$ cat src/rtl/serial_add_sequencer.sv
// Bit-serial adder sequencer: feeds an external single-bit full adder LSB first
// and assembles the result. Define SERIAL_ADD_OVF_EN to add the signed-overflow output ovf.
module serial_add_sequencer #(
  parameter int WIDTH = 8
) (
  input  logic             clk,
  input  logic             rst_n,
  input  logic             start,
  input  logic [WIDTH-1:0] op_a,
  input  logic [WIDTH-1:0] op_b,
  input  logic             cy_in,
  output logic             fa_a,
  output logic             fa_b,
  output logic             fa_cy_in,
  input  logic             fa_sum,
  input  logic             fa_cy_out,
  output logic             busy,
  output logic             done,
  output logic [WIDTH-1:0] sum,
  output logic             cy_out
`ifdef SERIAL_ADD_OVF_EN
  ,
  output logic             ovf
`endif
);

  localparam int CW = (WIDTH > 2) ? $clog2(WIDTH) : 1;

  typedef enum logic [1:0] {
    IDLE,
    SHIFT,
    DONE
  } state_t;

  state_t           state;
  logic [WIDTH-1:0] a_sr;
  logic [WIDTH-1:0] b_sr;
  logic [WIDTH-2:0] part_sr;
  logic             carry;
  logic [CW-1:0]    count;
  logic [WIDTH-1:0] sum_cat;
  logic             last_bit;

  // The partial register holds the bits received so far; the final bit
  // arrives straight from the adder, so the output register never sees a partial sum.
  assign sum_cat  = {fa_sum, part_sr};
  assign last_bit = (count == CW'(WIDTH - 1));

  // NOTE: every variable assigned in always_comb gets a default first, so no latch is inferred.
  always_comb begin
    fa_a     = 1'b0;
    fa_b     = 1'b0;
    fa_cy_in = 1'b0;
    if (state == SHIFT) begin
      fa_a     = a_sr[0];
      fa_b     = b_sr[0];
      fa_cy_in = carry;
    end
  end

  // NOTE: sequential state uses non-blocking assignments so every register
  // samples pre-edge values regardless of statement order.
  always_ff @(posedge clk or negedge rst_n) begin
    if (!rst_n) begin
      state   <= IDLE;
      a_sr    <= '0;
      b_sr    <= '0;
      part_sr <= '0;
      carry   <= 1'b0;
      count   <= '0;
      busy    <= 1'b0;
      done    <= 1'b0;
      sum     <= '0;
      cy_out  <= 1'b0;
`ifdef SERIAL_ADD_OVF_EN
      ovf     <= 1'b0;
`endif
    end else begin
      case (state)
        IDLE: begin
          done <= 1'b0;
          if (start) begin
            a_sr    <= op_a;
            b_sr    <= op_b;
            carry   <= cy_in;
            count   <= '0;
            part_sr <= '0;
            busy    <= 1'b1;
            state   <= SHIFT;
          end
        end
        SHIFT: begin
          part_sr <= sum_cat[WIDTH-1:1];
          carry   <= fa_cy_out;
          a_sr    <= a_sr >> 1;
          b_sr    <= b_sr >> 1;
          count   <= count + CW'(1);
          if (last_bit) begin
            sum    <= sum_cat;
            cy_out <= fa_cy_out;
`ifdef SERIAL_ADD_OVF_EN
            ovf    <= carry ^ fa_cy_out;
`endif
            count  <= '0;
            busy   <= 1'b0;
            done   <= 1'b1;
            state  <= DONE;
          end
        end
        DONE: begin
          done  <= 1'b0;
          state <= IDLE;
        end
        default: begin
          busy  <= 1'b0;
          done  <= 1'b0;
          state <= IDLE;
        end
      endcase
    end
  end

endmodule

$ cat config.mk
export PLATFORM = sky130hd
export DESIGN_NAME = serial_add_sequencer
export DESIGN_NICKNAME = d
export VERILOG_FILES = /design/src/rtl/serial_add_sequencer.sv
export SDC_FILE = /design/constraint.sdc
export NUM_CORES = 1
export LEC_CHECK = 0
export CAP_MARGIN = 20
export CORE_ASPECT_RATIO = 0.9
export CORE_MARGIN = 4
export CORE_UTILIZATION = 40
export DETAILED_ROUTE_END_ITERATION = 7
export GPL_TIMING_DRIVEN = 0
export MAX_ROUTING_LAYER = met4
export PLACE_DENSITY_LB_ADDON = 0.2
export REMOVE_ABC_BUFFERS = 1
export SKIP_LAST_GASP = 1
export SYNTH_ARGS = -nofsm -noshare
export SYNTH_HDL_FRONTEND = slang
export SYNTH_SLANG_ARGS = --single-unit
$ cat constraint.sdc
create_clock -name clk -period 3.7 [get_ports clk]
set_clock_uncertainty 0.15 [all_clocks]
set_input_delay 0.555 -clock clk [delete_from_list [all_inputs] [get_ports clk]]
set_output_delay 0.555 -clock clk [all_outputs]
set_load 0.02 [all_outputs]
==> out/metrics.cfg, run 1 <==
[placed_design]
place_hpwl_um = 2380
dpl_cell_area_um2 = 2080
gp_congestion = 0.760
io_buffer_count = 35

[setup_path]
timing.setup.critical_path_class = flip-flop to primary output
number_of_buffers_and_inverters_on_the_critical_path = 1
cp_top_family = buffers and inverters
worst_path_largest_cell_delay_ns = 0.60
type_of_origin_of_the_critical_path = flip-flop
crit_chain = and2b_4, and2_1, clkdlybuf4s50_1
critical_path.endpoint_type = primary output
arrival_ns = 1.94
timing.critical_path.slowest_stage_cell = sky130_fd_sc_hd__clkdlybuf4s50_1
crit_path_max_fanout = 13
worstPathRequired_ns = 2.99

[yosys]
synthAdderAreaFrac_pct = 1.44
yosys.area_share.xor_xnor_pct = 0
yosysWarningCount = 0
ys_seq_elements = 40
synth.mux.area_fraction_pct = 7.78
synth_simple_gate_area_share_pct = 7.28
yosys-top-cells-count = 40 x sky130_fd_sc_hd__dfrtp_1, 26 x sky130_fd_sc_hd__o22ai_1, 13 x sky130_fd_sc_hd__a21oi_1
seq_area_frac_synth_pct = 57.6
count_of_flip_flops_with_a_built_in_enable_after_synthesis = 0
compound_gate_portion_of_the_synthesized_area_pct = 21.8
postSynth.topFlopCell = sky130_fd_sc_hd__dfrtp_1
yosysTopAreaCell = sky130_fd_sc_hd__dfrtp_1
post-synth-top-count-cell = sky130_fd_sc_hd__dfrtp_1
main_combinational_cell_family_by_area_after_synthesis = compound AO/OA/AOI/OAI gates
asyncSetResetFlopFracSynth_pct = 100
synth_top_area_share_pct = 57.6
ys_types = 25
post_synth_main_area_contributors = sky130_fd_sc_hd__dfrtp_1 58%, sky130_fd_sc_hd__o22ai_1 9.4%, sky130_fd_sc_hd__mux2_4 7.8%, sky130_fd_sc_hd__a22o_1 4.5%, sky130_fd_sc_hd__a21oi_1 3.7%
syn-cell-area_um2 = 1740
syn_avg_cell_area_um2 = 12.2
syn_inst = 142

[power]
peakVddDrop_v = 0.000361
power_leakage_nw = 0.951
power_density_nw_per_um2 = 847
total_power_mw = 1.83

[timing]
final_period_minus_worst_setup_slack_ns = 2.65
finalCritPeriodShare_pct = 71.5
max-slew-margin-rel_pct = 41.5
finalSetupViolCount = 0
report.final.slew_viol_count = 0
tns_ns = 0
hold_violations = 0
setup_repair_after_global_routing_missed_its_margin = false
worst-slew-pin-transition_ns = 0.877
fmax_ghz = 0.378

[global_route]
grt_use_met3_pct = 4.38
antenna_found_initial = 0
grt.met2_usage_pct = 19.8
grt_start_max_net_pins = 41
first_global_vias = 1203
met1_usage_pct = 21.8
groute.usage.overall_pct = 14.9
grt_pass1_wl_um = 6240
grt-busiest-layer = met1
grt_remaining_overflow = 0

[final_layout]
insertedDiodeCount = 0
finalCoreUtilization_pct = 52.3
finalInstanceArea_um2 = 2160
final_layout_size_suffix_gt1_share_pct = 12.0
layout.nets = 199
layout_stage_area_growth_over_the_synthesis_result_pct = 24.4

[clocking]
cts.sink_count = 40
clock_tree_from_tritoncts = built
post_cts_buffers = 0
holdBufCountCts = 0
clk_path_buf_depth = 2
clkTransAtPathRegs_ns = 0.07
post_cts_resize_count = 0
worstSkewPairLatency_ns = 0.29
htree_num_levels = 2
root_buffer = sky130_fd_sc_hd__clkbuf_8
number_of_buffers_inserted_during_clock_tree_synthesis = 5

[hold_path]
hold_path.class = primary input to asynchronous set/reset pin

[floorplan]
die_width_um = 77.5
die_h_um = 70.5
die_area_um2 = 5460
rows = 22
io_pins = 36
core_um2 = 4130
initial_utilization_pct = 42.1

[routing]
drt.antenna.violating_nets = 0
remaining_drc_errors = 0
avgViaCountPerCell = 5.66
drt-initial-drc-count = 104
route.final.wire_length_um = 3640
avgRoutedWirePerCell_um = 16.3
drtPass1Iterations = 4
vias_after_detailed_routing = 1263

[status]
status = complete, no violations

[run]
number_of_max_cap_violations = 0

area by class of cell:
| class | count | area (um2) |
|---|---|---|
| sequential | 40 | 1000 |
| multi-input combinational | 90 | 666 |
| inverter | 3 | 11.3 |
| timing repair buffer | 35 | 345 |
| clock inverter | 1 | 5.00 |
| clock buffer | 6 | 72.6 |
| fill | 370 | 1970 |
| tap | 48 | 60.1 |
final timing paths:
| kind | slack, ns | depth (start not counted) | from | end |
|---|---|---|---|---|
| worst max register to register | 2.02 | 4 | count[0] | sum[4] |
| min in group clk | 0.35 | 1 | count[0] | count[0] |
| worst max-delay path | 1.05 | 3 | state[1] | fa_b |
| worst min register to register | 0.35 | 1 | count[0] | count[0] |
| worst min-delay path | 0.24 | 1 | rst_n | sum[3] |
| max in group asynchronous | 2.61 | 1 | rst_n | b_sr[5] |
metrics by stage:
step	hold slack [ns]	worst slack (ns)	cells
3_3_place_gp	0.325	0.992	216
6_report	0.239	1.05	223
2_1_floorplan	0.109	1.96	133
4_1_cts	0.265	1.05	223
5_1_grt	0.305	0.967	223
3_5_place_dp	0.325	1.16	216
kinds of logic (layout without fill, tap and decap cells):
family                   after synthesis  after routing
adder cells (fa/ha/maj)                2              2
multiplexers                           9              9
AO/OA/AOI/OAI                         58             58
AND/OR/NAND/NOR                       21             21
buffers and inverters                 12             45
flip-flops                            40             40
registers in the layout, indices dropped and copies added (netlist names):
signal and flops:
a_sr 8, b_sr 8, sum 8, part_sr 7
count 3, state 2, busy 1, carry 1
cy_out 1, done 1
metal layers:
metal  up-vias  part of all wire (%)
met5         -                     0
met4         0                  0.82
met3         4                   6.4
met2        42                    44
met1       620                    49
li1        597                     -
placed cells by master, fill, tap and decap left out:
cell type,count
sky130_fd_sc_hd__and2b_4,1
sky130_fd_sc_hd__o221a_2,1
sky130_fd_sc_hd__a21oi_1,13
sky130_fd_sc_hd__buf_2,1
sky130_fd_sc_hd__clkdlybuf4s50_1,34
sky130_fd_sc_hd__o31ai_1,1
sky130_fd_sc_hd__mux2_4,9
sky130_fd_sc_hd__o21ai_0,5
sky130_fd_sc_hd__clkbuf_8,5
sky130_fd_sc_hd__nand2_1,5
sky130_fd_sc_hd__nand2b_1,3
sky130_fd_sc_hd__clkbuf_1,1
sky130_fd_sc_hd__inv_1,3
sky130_fd_sc_hd__ha_1,2
sky130_fd_sc_hd__nand2b_4,1
sky130_fd_sc_hd__nor2b_1,1
sky130_fd_sc_hd__nand2_4,1
sky130_fd_sc_hd__nor2_1,5
sky130_fd_sc_hd__and2_1,3
sky130_fd_sc_hd__dfrtp_1,40
sky130_fd_sc_hd__a2bb2oi_1,2
sky130_fd_sc_hd__o21bai_2,1
sky130_fd_sc_hd__a22o_1,9
sky130_fd_sc_hd__clkinv_2,1
sky130_fd_sc_hd__o22ai_1,26
sky130_fd_sc_hd__or4b_1,1
where the power goes:
part	leakage (nW)	internal, mW	switching (mW)
combinational	0.425	0.409	0.370
sequential	0.486	0.637	0.146
clock	0.0410	0.128	0.140
Power figures use the tool's default switching activity.
==> inputs of run 2 (changes only) <==
==> constraint.sdc (replaced) <==
create_clock -name clk -period 2.2 [get_ports clk]
set_clock_uncertainty 0.15 [all_clocks]
set_input_delay 0.33 -clock clk [delete_from_list [all_inputs] [get_ports clk]]
set_output_delay 0.33 -clock clk [all_outputs]
set_load 0.02 [all_outputs]
==> run 2 against run 1 <==
  * Final cell count is 0.45% higher
  * Routed wire length is 0.82% lower
  * Clock power is 67% higher
  * Core utilization is 0.21 points higher
  * First-iteration DRC count is 11% higher
  * Setup slack worse by 0.84 ns
  * Register-to-register slack worse by 1.5 ns
  * Hold slack worse by 0.22 ns
  * Combinational power is 67% higher
  * Power is 67% higher
  * Flip-flop and latch count stayed put
  * Non-clock buffer count is 1 higher
  * Critical path type unchanged
  * Critical endpoint unchanged
  * Largest cell class unchanged
==> out/metrics.cfg, run 2 (synthesized netlist as in run 1, its figures left out) <==
[setup_path]
type_of_origin_of_the_critical_path = flip-flop
setup.reg_to_reg.worst_slack_ns = 0.49
timing.rr.start = state[1]
rr_worst_depth = 4
arrival_ns = 1.51
crit_path_start = state[1]
cp-endpoint = fa_b
crit_path_max_fanout = 12
critical_path.endpoint_type = primary output
timing.setup.critical_path_class = flip-flop to primary output
rr_endpoint = sum[4]
worstPathRequired_ns = 1.72

[final_layout]
layout.nets = 200
insertedDiodeCount = 0
mostFrequentLayoutCells = 38 x sky130_fd_sc_hd__dfrtp_1, 30 x sky130_fd_sc_hd__clkdlybuf4s50_1, 26 x sky130_fd_sc_hd__o22ai_1
largestRegisters = a_sr: 8 flops, b_sr: 8 flops, sum: 8 flops
layout_commonest_cell = sky130_fd_sc_hd__dfrtp_1
layout_stage_area_growth_over_the_synthesis_result_pct = 24.9
finalCoreUtilization_pct = 52.5
final_layout_size_suffix_gt1_share_pct = 13.6

[routing]
route.final.wire_length_um = 3610
remaining_drc_errors = 0
drt.antenna.violating_nets = 0
avgViaCountPerCell = 5.62
vias_after_detailed_routing = 1258
drt-initial-drc-count = 115
drtPass1Iterations = 4
avgRoutedWirePerCell_um = 16.1

[placed_design]
dp_worst_setup_slack_ns = -0.113
io_buffer_count = 35
place_hpwl_um = 2380
gp_congestion = 0.760

[timing]
fmax_ghz = 0.503
worst-slew-pin-transition_ns = 0.876
max-slew-margin-rel_pct = 41.6
setup_repair_after_global_routing_missed_its_margin = false
tns_ns = 0
final_period_minus_worst_setup_slack_ns = 1.99
report.final.slew_viol_count = 0
hold_violations = 0
finalCritPeriodShare_pct = 90.4
finalSetupViolCount = 0
hold_ws_ns = 0.0171
final.setup.worst_slack_ns = 0.212

[clocking]
cts.sink_count = 40
holdBufCountCts = 0
clk_path_buf_depth = 2
root_buffer = sky130_fd_sc_hd__clkbuf_8
number_of_buffers_inserted_during_clock_tree_synthesis = 5
htree_num_levels = 2
worstSkewPairLatency_ns = 0.28
clock_tree_from_tritoncts = built
clkTransAtPathRegs_ns = 0.07

[global_route]
antenna_found_initial = 0
grt_remaining_overflow = 0
grt_pass1_wl_um = 6280
grt_start_max_net_pins = 41
first_global_vias = 1207
groute.usage.overall_pct = 15.0

[power]
power_density_nw_per_um2 = 1410
seq_power_share_pct = 43.1
netSwitchingPower_mw = 1.10
peakVddDrop_v = 0.000570
total_power_mw = 3.06
p_sw_share_pct = 35.8
p_int_mw = 1.96
power.share.clock_pct = 14.6
power.share.combinational_pct = 42.3
power_leakage_nw = 0.968

[hold_path]
hold_path.class = primary input to asynchronous set/reset pin

[floorplan]
die_width_um = 77.5
initial_utilization_pct = 42.1
die_area_um2 = 5460
io_pins = 36
core_um2 = 4130
die_h_um = 70.5
rows = 22

[run]
number_of_max_cap_violations = 0

[status]
status = complete, no violations

## run 2: cell types whose count changed in the layout (fill, tap and decap cells not counted)
cell                              previous run  this run
sky130_fd_sc_hd__clkdlybuf4s50_1            34        30
sky130_fd_sc_hd__dlygate4sd2_1               0         3
sky130_fd_sc_hd__dfrtp_1                    40        38
sky130_fd_sc_hd__dfrtp_2                     0         2
sky130_fd_sc_hd__buf_4                       0         1
sky130_fd_sc_hd__dlymetal6s2s_1              0         1
## run 2: per-layer routing
layer	track usage [%]	wire, um	up-vias
met5	-	0	-
met4	4.15	24	0
met3	4.51	239	2
met2	19.8	1640	37
met1	22.0	1710	621
li1	-	-	598
## run 2: timing repair
action                     4_1_cts  5_1_grt
setup endpoints to repair        3        4
resized for setup                5        1
buffers inserted                 1        0
## run 2: worst min-delay path by stage
stage / end / startpoint / slack [ns] / depth (start not counted)
6_report: sum[3] / rst_n / 0.02 / 1
5_1_grt: a_sr[5] / rst_n / 0.08 / 1
4_1_cts: b_sr[0] / rst_n / 0.04 / 1
3_5_place_dp: busy / busy / 0.33 / 2
3_3_place_gp: busy / busy / 0.32 / 2
2_1_floorplan: a_sr[0] / rst_n / -0.12 / 0
## run 2: final cells by class
cell class | count | area, um2
Clock buffer | 6 | 72.6
Clock inverter | 1 | 5.00
Multi-Input combinational cell | 90 | 666
Inverter | 3 | 11.3
Tap cell | 48 | 60.1
Timing Repair Buffer | 36 | 352
Sequential cell | 40 | 1000
Fill cell | 371 | 1960
## run 2: through the flow
stage / cells / area, um2
after floorplan: 133 / 1680
after global placement: 216 / 2090
after detailed placement: 216 / 2080
after CTS: 224 / 2170
after global routing: 224 / 2170
final: 224 / 2170
## run 2: power by group through the flow
stage                     combinational (mW)  sequential (mW)  clock (mW)
final                                   1.30             1.32       0.448
after global routing                    1.41             1.38       0.490
after CTS                               1.31             1.32       0.459
after detailed placement                1.32             1.33           0
after global placement                  1.28             1.31           0
after floorplan                        0.751             1.39           0
## run 2: worst max-delay path, stage by stage (launching register included)
cell                            delay, ns
sky130_fd_sc_hd__dfrtp_2             0.47
sky130_fd_sc_hd__and2b_4             0.30
sky130_fd_sc_hd__and2_1              0.12
sky130_fd_sc_hd__dlygate4sd2_1       0.33
==> inputs of run 3 (changes only) <==
--- a/config.mk
+++ b/config.mk
@@ -10,7 +10,6 @@
 export CORE_MARGIN = 4
 export CORE_UTILIZATION = 40
 export DETAILED_ROUTE_END_ITERATION = 7
-export GPL_TIMING_DRIVEN = 0
 export MAX_ROUTING_LAYER = met4
 export PLACE_DENSITY_LB_ADDON = 0.2
 export REMOVE_ABC_BUFFERS = 1
==> constraint.sdc (replaced) <==
create_clock -name clk -period 1.9 [get_ports clk]
set_clock_uncertainty 0.15 [all_clocks]
set_input_delay 0.285 -clock clk [delete_from_list [all_inputs] [get_ports clk]]
set_output_delay 0.285 -clock clk [all_outputs]
set_load 0.02 [all_outputs]
==> run 3 against run 2 <==
  * Flip-flop and latch count unchanged
  * Clock power increased by 27%
  * Routed wire length is 3.6% lower
  * Largest power group is now combinational logic
  * Non-clock buffer count is 5 higher
  * Core utilization up 1.2 points
  * Sequential power up 14%
  * Highest routed layer unchanged
  * Final area rose by 2.3%
  * First-iteration DRC count fell by 57%
  * Combinational power rose by 18%
==> out/metrics.cfg, run 3 (synthesized netlist as in run 1, its figures left out) <==
[status]
status = complete, no violations

[final_layout]
final_layout_size_suffix_gt1_share_pct = 15.4
mostFrequentLayoutCells = 40 x sky130_fd_sc_hd__dfrtp_1, 31 x sky130_fd_sc_hd__clkdlybuf4s50_1, 26 x sky130_fd_sc_hd__o22ai_1
final_cells = 230
layout_stage_area_growth_over_the_synthesis_result_pct = 27.8
finalCoreUtilization_pct = 53.8
layout.nets = 205
finalInstanceArea_um2 = 2220
insertedDiodeCount = 0
largestRegisters = a_sr: 8 flops, b_sr: 8 flops, sum: 8 flops
layout_commonest_cell = sky130_fd_sc_hd__dfrtp_1

[timing]
final_period_minus_worst_setup_slack_ns = 1.81
setup_repair_after_global_routing_missed_its_margin = false
max-slew-margin-rel_pct = 67.6
hold_violations = 0
finalCritPeriodShare_pct = 95.1
finalSetupViolCount = 0
hold_ws_ns = 0.341
final.setup.worst_slack_ns = 0.0928
tns_ns = 0
report.final.slew_viol_count = 0
worst-slew-pin-transition_ns = 0.486
fmax_ghz = 0.553

[clocking]
post_cts_buffers = 0
clock_tree_from_tritoncts = built
root_buffer = sky130_fd_sc_hd__clkbuf_8
cts.sink_count = 40
clkTransAtPathRegs_ns = 0.07
htree_num_levels = 2
worstSkewPairLatency_ns = 0.29
clk_path_buf_depth = 2
number_of_buffers_inserted_during_clock_tree_synthesis = 5

[power]
p_sw_share_pct = 35.2
power.share.clock_pct = 15.8
p_int_mw = 2.33
power_leakage_nw = 0.995
netSwitchingPower_mw = 1.27
peakVddDrop_v = 0.000761
total_power_mw = 3.60
power.share.combinational_pct = 42.6
power_density_nw_per_um2 = 1620
seq_power_share_pct = 41.6

[setup_path]
worstPathRequired_ns = 1.46
timing.setup.critical_path_class = flip-flop to primary output
rr_worst_depth = 4
arrival_ns = 1.37
crit_path_max_fanout = 4
critical_path.endpoint_type = primary output
type_of_origin_of_the_critical_path = flip-flop

[floorplan]
rows = 22
die_area_um2 = 5460
initial_utilization_pct = 42.1
die_width_um = 77.5
core_um2 = 4130
die_h_um = 70.5
io_pins = 36

[hold_path]
hold_path.class = flip-flop to flip-flop
whs_path_depth = 1

[global_route]
grt_pass1_wl_um = 6110
groute.usage.overall_pct = 14.4
grt_remaining_overflow = 0
antenna_found_initial = 0
grt_start_max_net_pins = 41
first_global_vias = 1264

[routing]
drtPass1Iterations = 4
avgViaCountPerCell = 5.56
drt.antenna.violating_nets = 0
remaining_drc_errors = 0
avgRoutedWirePerCell_um = 15.1
vias_after_detailed_routing = 1278
route.final.wire_length_um = 3480
drt-initial-drc-count = 49

[placed_design]
place_hpwl_um = 2420
placed_cells_incl_taps = 221
dp_worst_setup_slack_ns = 0.0850
io_buffer_count = 35
dpl_cell_area_um2 = 2120
gp_congestion = 0.728

[run]
number_of_max_cap_violations = 0

run 3: final timing paths:
kind	slack [ns]	end	from
hold reg to reg	0.34	count[0]	count[0]
max in group asynchronous	0.83	b_sr[6]	rst_n
setup / recovery	0.09	fa_b	state[1]
hold / removal	0.34	count[0]	count[0]
setup reg to reg	0.27	sum[5]	count[0]
min in group asynchronous	0.43	sum[2]	rst_n
run 3: repair_timing:
| item | 4_1_cts | 5_1_grt |
|---|---|---|
| hold endpoints to repair | 40 | 0 |
| setup endpoints to repair | 3 | 0 |
| gates resized for setup | 3 | 0 |
| hold buffers | 1 | 0 |
run 3: routing by layer:
layer	GRT usage [%]	share of wire, %	routed length (um)
met1	18.7	47	1640
met3	5.03	4.9	169
met2	20.9	47	1640
met5	-	0	0
met4	4.74	0.92	32
run 3: power groups by stage:
stage               logic [mW]  clock network, mW  registers (mW)
CTS                       1.55              0.591            1.50
global placement          1.55                  0            1.49
floorplan                0.870                  0            1.61
global route              1.68              0.626            1.55
finish                    1.53              0.569            1.50
detailed placement        1.58                  0            1.51
run 3: layout make-up:
cell class / count / area [um2]
Clock buffer: 6 / 82.6
Clock inverter: 2 / 10.0
Fill cell: 361 / 1910
Inverter: 3 / 11.3
Multi-Input combinational cell: 90 / 666
Sequential cell: 40 / 1000
Tap cell: 48 / 60.1
Timing Repair Buffer: 41 / 389
run 3: worst max-delay path: stages, from the launching register on:
cell	delay, ns
sky130_fd_sc_hd__dfrtp_1	0.38
sky130_fd_sc_hd__and2b_4	0.26
sky130_fd_sc_hd__and2_1	0.12
sky130_fd_sc_hd__dlygate4sd2_1	0.33
